<file path="src/rtl/axis_debug_reply_arbiter.sv">
// axis_debug_reply_arbiter: frame-level round-robin merge of per-device debug reply streams
module axis_debug_reply_arbiter #(
    parameter int NUM_PORTS   = 4,
    parameter int COUNT_WIDTH = 16,
    localparam int PW         = (NUM_PORTS > 1) ? $clog2(NUM_PORTS) : 1
) (
    input  logic                   i_clk_dbg,
    input  logic                   i_rst_n,
    input  logic [NUM_PORTS-1:0]   i_s_axis_tvalid,
    output logic [NUM_PORTS-1:0]   o_s_axis_tready,
    input  logic [NUM_PORTS*8-1:0] i_s_axis_tdata,
    input  logic [NUM_PORTS-1:0]   i_s_axis_tlast,
    output logic                   o_m_axis_tvalid,
    input  logic                   i_m_axis_tready,
    output logic [7:0]             o_m_axis_tdata,
    output logic                   o_m_axis_tlast,
    output logic [PW-1:0]          o_active_port,
    output logic [COUNT_WIDTH-1:0] o_frame_count
);
    typedef enum logic {ARB, LOCKED} state_t;

    state_t            state, state_nx;
    logic [PW-1:0]     grant, grant_nx;
    logic [PW-1:0]     last_grant, last_grant_nx;
    logic [7:0]        s_byte [NUM_PORTS];
    logic              push, pop, full;
    logic              skid_valid, skid_last;
    logic [7:0]        skid_data;

    // first requester after the previous owner, wrapping around the port list
    function automatic logic [PW-1:0] rr_pick(input logic [NUM_PORTS-1:0] req, input logic [PW-1:0] last);
        logic [PW-1:0] sel;
        logic [PW-1:0] idx;
        sel = last;
        for (int i = NUM_PORTS; i >= 1; i--) begin
            idx = PW'((int'(last) + i) % NUM_PORTS);
            if (req[idx]) sel = idx;
        end
        return sel;
    endfunction

    for (genvar g = 0; g < NUM_PORTS; g++) begin : g_unpack
        assign s_byte[g] = i_s_axis_tdata[8*g +: 8];
    end

    assign pop           = o_m_axis_tvalid & i_m_axis_tready;
    assign full          = o_m_axis_tvalid & skid_valid;
    assign o_active_port = (state == LOCKED) ? grant : '0;

    // arbitration state, current owner and rotation pointer
    always_ff @(posedge i_clk_dbg or negedge i_rst_n) begin
        if (!i_rst_n) begin
            state      <= ARB;
            grant      <= '0;
            last_grant <= PW'(NUM_PORTS - 1);
        end else begin
            state      <= state_nx;
            grant      <= grant_nx;
            last_grant <= last_grant_nx;
        end
    end

    // grant on any request, then hold the owner until its tlast beat is taken
    always_comb begin
        state_nx        = state;
        grant_nx        = grant;
        last_grant_nx   = last_grant;
        o_s_axis_tready = '0;
        push            = 1'b0;
        if (state == ARB) begin
            if (|i_s_axis_tvalid) begin
                grant_nx = rr_pick(i_s_axis_tvalid, last_grant);
                state_nx = LOCKED;
            end
        end else begin
            o_s_axis_tready[grant] = ~full;
            push                   = i_s_axis_tvalid[grant] & ~full;
            if (push && i_s_axis_tlast[grant]) begin
                last_grant_nx = grant;
                state_nx      = ARB;
            end
        end
    end

    // two-entry slice: output register refills from skid first, skid only fills on a stall
    always_ff @(posedge i_clk_dbg or negedge i_rst_n) begin
        if (!i_rst_n) begin
            o_m_axis_tvalid <= 1'b0;
            o_m_axis_tdata  <= '0;
            o_m_axis_tlast  <= 1'b0;
            skid_valid      <= 1'b0;
            skid_data       <= '0;
            skid_last       <= 1'b0;
        end else if (pop || !o_m_axis_tvalid) begin
            if (skid_valid) begin
                o_m_axis_tvalid <= 1'b1;
                o_m_axis_tdata  <= skid_data;
                o_m_axis_tlast  <= skid_last;
                skid_valid      <= 1'b0;
            end else begin
                o_m_axis_tvalid <= push;
                if (push) begin
                    o_m_axis_tdata <= s_byte[grant];
                    o_m_axis_tlast <= i_s_axis_tlast[grant];
                end
            end
        end else if (push) begin
            skid_valid <= 1'b1;
            skid_data  <= s_byte[grant];
            skid_last  <= i_s_axis_tlast[grant];
        end
    end

    // count frames whose last byte has left on the master port
    always_ff @(posedge i_clk_dbg or negedge i_rst_n) begin
        if (!i_rst_n) o_frame_count <= '0;
        else if (pop && o_m_axis_tlast) o_frame_count <= o_frame_count + COUNT_WIDTH'(1);
    end
endmodule
</file>
<file path="config.mk">
export PLATFORM = sky130hd
export DESIGN_NAME = axis_debug_reply_arbiter
export DESIGN_NICKNAME = d
export VERILOG_FILES = /design/src/rtl/axis_debug_reply_arbiter.sv
export SDC_FILE = /design/constraint.sdc
export NUM_CORES = 1
export LEC_CHECK = 0
export ABC_AREA = 1
export BUFFER_PORTS_ARGS = -buffer_cell sky130_fd_sc_hd__buf_2
export CAP_MARGIN = 30
export CORE_MARGIN = 2
export CORE_UTILIZATION = 50
export DETAILED_ROUTE_END_ITERATION = 10
export PLACE_DENSITY = 0.79
export REMOVE_ABC_BUFFERS = 1
export SLEW_MARGIN = 5
export SYNTH_ARGS = -nofsm -noshare
export SYNTH_HDL_FRONTEND = slang
export SYNTH_SLANG_ARGS = --single-unit
</file>
<file path="constraint.sdc">
create_clock -name i_clk_dbg -period 1.6 [get_ports i_clk_dbg]
set_input_delay 0.16 -clock i_clk_dbg [delete_from_list [all_inputs] [get_ports i_clk_dbg]]
set_output_delay 0.16 -clock i_clk_dbg [all_outputs]
set_load 0.05 [all_outputs]
</file>
==> impl_metrics.yaml <==
run_status:
  status: "completed"
pwr:
  comb_power_share: 0.595
  netSwitchingPower_mw: 3.252
  clkPwrFrac: 0.135
  p_per_area_nw_per_um2: 2001
  p_sw_frac: 0.5087
  pwr-share-seq: 0.270
  p_int_mw: 3.141
  ir_worst_vdd_mv: 1.011
  power.leakage_nw: 1.768
worst_setup_path:
  cp_slowest_stage_delay_ns: 0.44
  start_kind: "register"
  path_common_cell: "nand2_1"
  critPathRequiredTime_ns: 1.44
  slowest_stage: "dfrtp_2"
  cp_cell_sequence: "buf_6 -> nand2_1 -> inv_1 -> nand2_1 -> nor2_1 -> buf_4"
  worstPathArrival_ns: 1.40
  crit_start: "grant[0]$_DFFE_PN0P_"
  end_kind: "output port"
  crit_family: "flip-flops"
  r2r_start: "grant[1]$_DFFE_PN0P_"
  crit_fanout: 5
  worstSetupPathType: "register to output port"
  path_buf_inv: 3
cts:
  cts.htree.levels: 2
  root_buffer: "clkbuf_8"
  cts.sinks: 41
  clk_pin_slew_ns: 0.08
  clock_insertion_delay_worst_skew_ns: 0.29
  cts_made_buffers: 5
  clk_path_buf_depth: 2
  cts_tree: "done"
hold_path:
  min-delay-path-class: "input port to register"
  hp-start: "i_s_axis_tlast[0]"
cells_and_area:
  seqCellArea_um2: 1031
  layout-drive-gt1-share: 0.2912
  multi_input_area_um2: 1289
  fin_cells: 510
  fillCellCount: 419
  nets: 486
  area_delta_synth_final_pct: 30.64
  final_common_cell: "nand2_1"
  antenna_cells: 0
  design_area_um2: 3196
  layout_common_cells: "nand2_1 (136), buf_2 (70), nor2_1 (37), dfrtp_1 (37), o21ai_0 (27)"
placed_design:
  pre_cts_slack_ns: 0.05887
  placed_cells: 494
  gp_congestion: 0.8910
  placed_cell_area_um2: 2928
  io_buffers: 74
  dpl.hpwl_mm: 4.426
routing:
  wl_per_cell_um: 11.51
  post_drt_via_cell_ratio: 4.824
  firstDrtPassIters: 4
  num_vias: 2460
  initialDrtViolationCount: 189
  postRouteWirelength_mm: 5.870
  antenna_left: 0
  drc: 0
logic_synthesis:
  yosys_most_used_dff: "dfrtp_1"
  avgSynthCellArea_um2: 6.949
  synthCells: 352
  syn-cell-area_um2: 2446
  ys_seq_area_frac: 0.4205
  yosysUniqueCellTypes: 29
  ys_ff_latch: 41
  synth-edff-count: 0
  yosysWarnings: 0
  async_flop_share: 1.000
floorplan:
  dieArea_um2: 5468
  num_rows: 25
  initial_utilization: 0.5179
  die_y_um: 73.95
  core_um2: 4723
  num_io_pins: 75
  die_w_um: 73.95
timing:
  hold_violations: 0
  setup_slack_ns: 0.04257
  max_freq_mhz: 642.1
  slew_headroom: 0.7332
  period_share: 0.9734
  fin_crit_ns: 1.557
  rsz0062_at_grt: "true"
  setup_viol: 0
  worstMarginPinSlew_ns: 0.4002
  drv_slew: 0
  finClkSkew_ns: 0.007554
flow_run:
  cap_violations: 0
global_routing:
  grt_pass1_wl_mm: 9.639
  grt_max_degree: 19
  grt_pass1_vias: 2206
  antenna_found_initial: 0
  grt_usage: 0.2282
  grt_overflow: 0
final cells by class:
cell class	count	share of cell area
inverter	27	0.03250
clock inverter	1	0.009397
tap	67	0.02623
clock buffer	7	0.02702
multi-input combinational	271	0.4033
sequential	41	0.3226
timing repair buffer	96	0.1789
state kept, by name, indices dropped and copies added (netlist names):
| register | cells |
|---|---|
| grant | 2 |
| last_grant | 2 |
| o_frame_count | 16 |
| o_m_axis_tdata | 8 |
| o_m_axis_tlast | 1 |
| o_m_axis_tvalid | 1 |
| skid_data | 8 |
| skid_last | 1 |
| skid_valid | 1 |
| state | 1 |
Yosys cell counts, drive strengths merged (2+ instances only):
| cell | count | area, um2 |
|---|---|---|
| nor2 | 44 | 177.7 |
| nand3 | 25 | 140.1 |
| nand4 | 4 | 25.02 |
| buf | 10 | 77.57 |
| inv | 26 | 97.59 |
| nand2 | 139 | 526.8 |
| xor2 | 8 | 70.07 |
| clkbuf | 3 | 12.51 |
| dfrtp | 39 | 975.9 |
| nor3 | 3 | 15.01 |
| dfstp | 2 | 52.55 |
| o21ai | 39 | 198.9 |
| xnor2 | 4 | 35.03 |
worst paths after layout:
kind	endpoint	depth (start not counted)	slack [ns]
min reg2reg	o_m_axis_tdata[0]$_DFFE_PN0P_	2	0.47
max reg2reg	o_m_axis_tdata[3]$_DFFE_PN0P_	7	0.12
min in group asynchronous	o_frame_count[0]$_DFFE_PN0P_	2	0.32
max in group asynchronous	last_grant[0]$_DFFE_PN1P_	3	0.69
max	o_s_axis_tready[1]	6	0.04
min	skid_last$_DFFE_PN0P_	5	0.23
worst reg2reg max path: stages, from the launching register on:
cell,delay (ns)
dfrtp_2,0.47
o21ai_0,0.14
o21ai_2,0.18
nand3_4,0.17
nand2_4,0.14
nand2_2,0.13
nand2_1,0.09
nand2_1,0.06
power groups by stage:
stage	sequential (mW)	combinational (mW)	clock [mW]
floorplan	2.32	1.86	0
global placement	1.70	3.43	0
detailed placement	1.71	3.52	0
CTS	1.70	3.61	0.872
global route	1.78	4.24	0.917
finish	1.73	3.81	0.861
timing repair:
action / CTS / global route
setup buffers: 0 / 7
endpoints found under the setup margin: 4 / 27
gates cloned: 0 / 0
gates resized for setup: 7 / 21
pin swaps: 0 / 7
hold endpoints to repair: 16 / 0
hold buffers: 1 / 0
kinds of logic (layout without fill, tap and decap cells):
family	count (synthesis)	after routing	share of synthesized area
simple gates	217	217	0.3673
fa+ha+maj	1	1	0.005114
flops	41	41	0.4205
xor+xnor	12	12	0.04297
buf+inv	40	131	0.07826
compound gates	41	41	0.08593
layer usage:
layer,wire (um),vias to the layer above,track usage
li1,-,1291,-
met5,0,-,0
met2,2762,64,0.3671
met3,279,5,0.03659
met1,2741,1100,0.3088
met4,87,0,0.09293
metrics by stage:
| step | hold WS, ns | setup TNS (ns) | total power [mW] | util |
|---|---|---|---|---|
| after global routing | 0.2661 | -0.1214 | 6.937 | 0.6766 |
| final | 0.2283 | 0 | 6.393 | 0.6766 |
| after CTS | 0.2189 | 0 | 6.180 | 0.6527 |
| after global placement | 0.1020 | 0 | 5.132 | 0.6199 |
| after floorplan | -0.1356 | -8.180 | 4.180 | - |
| after detailed placement | 0.1106 | 0 | 5.227 | 0.6199 |
(Power assumes the default switching activity.)
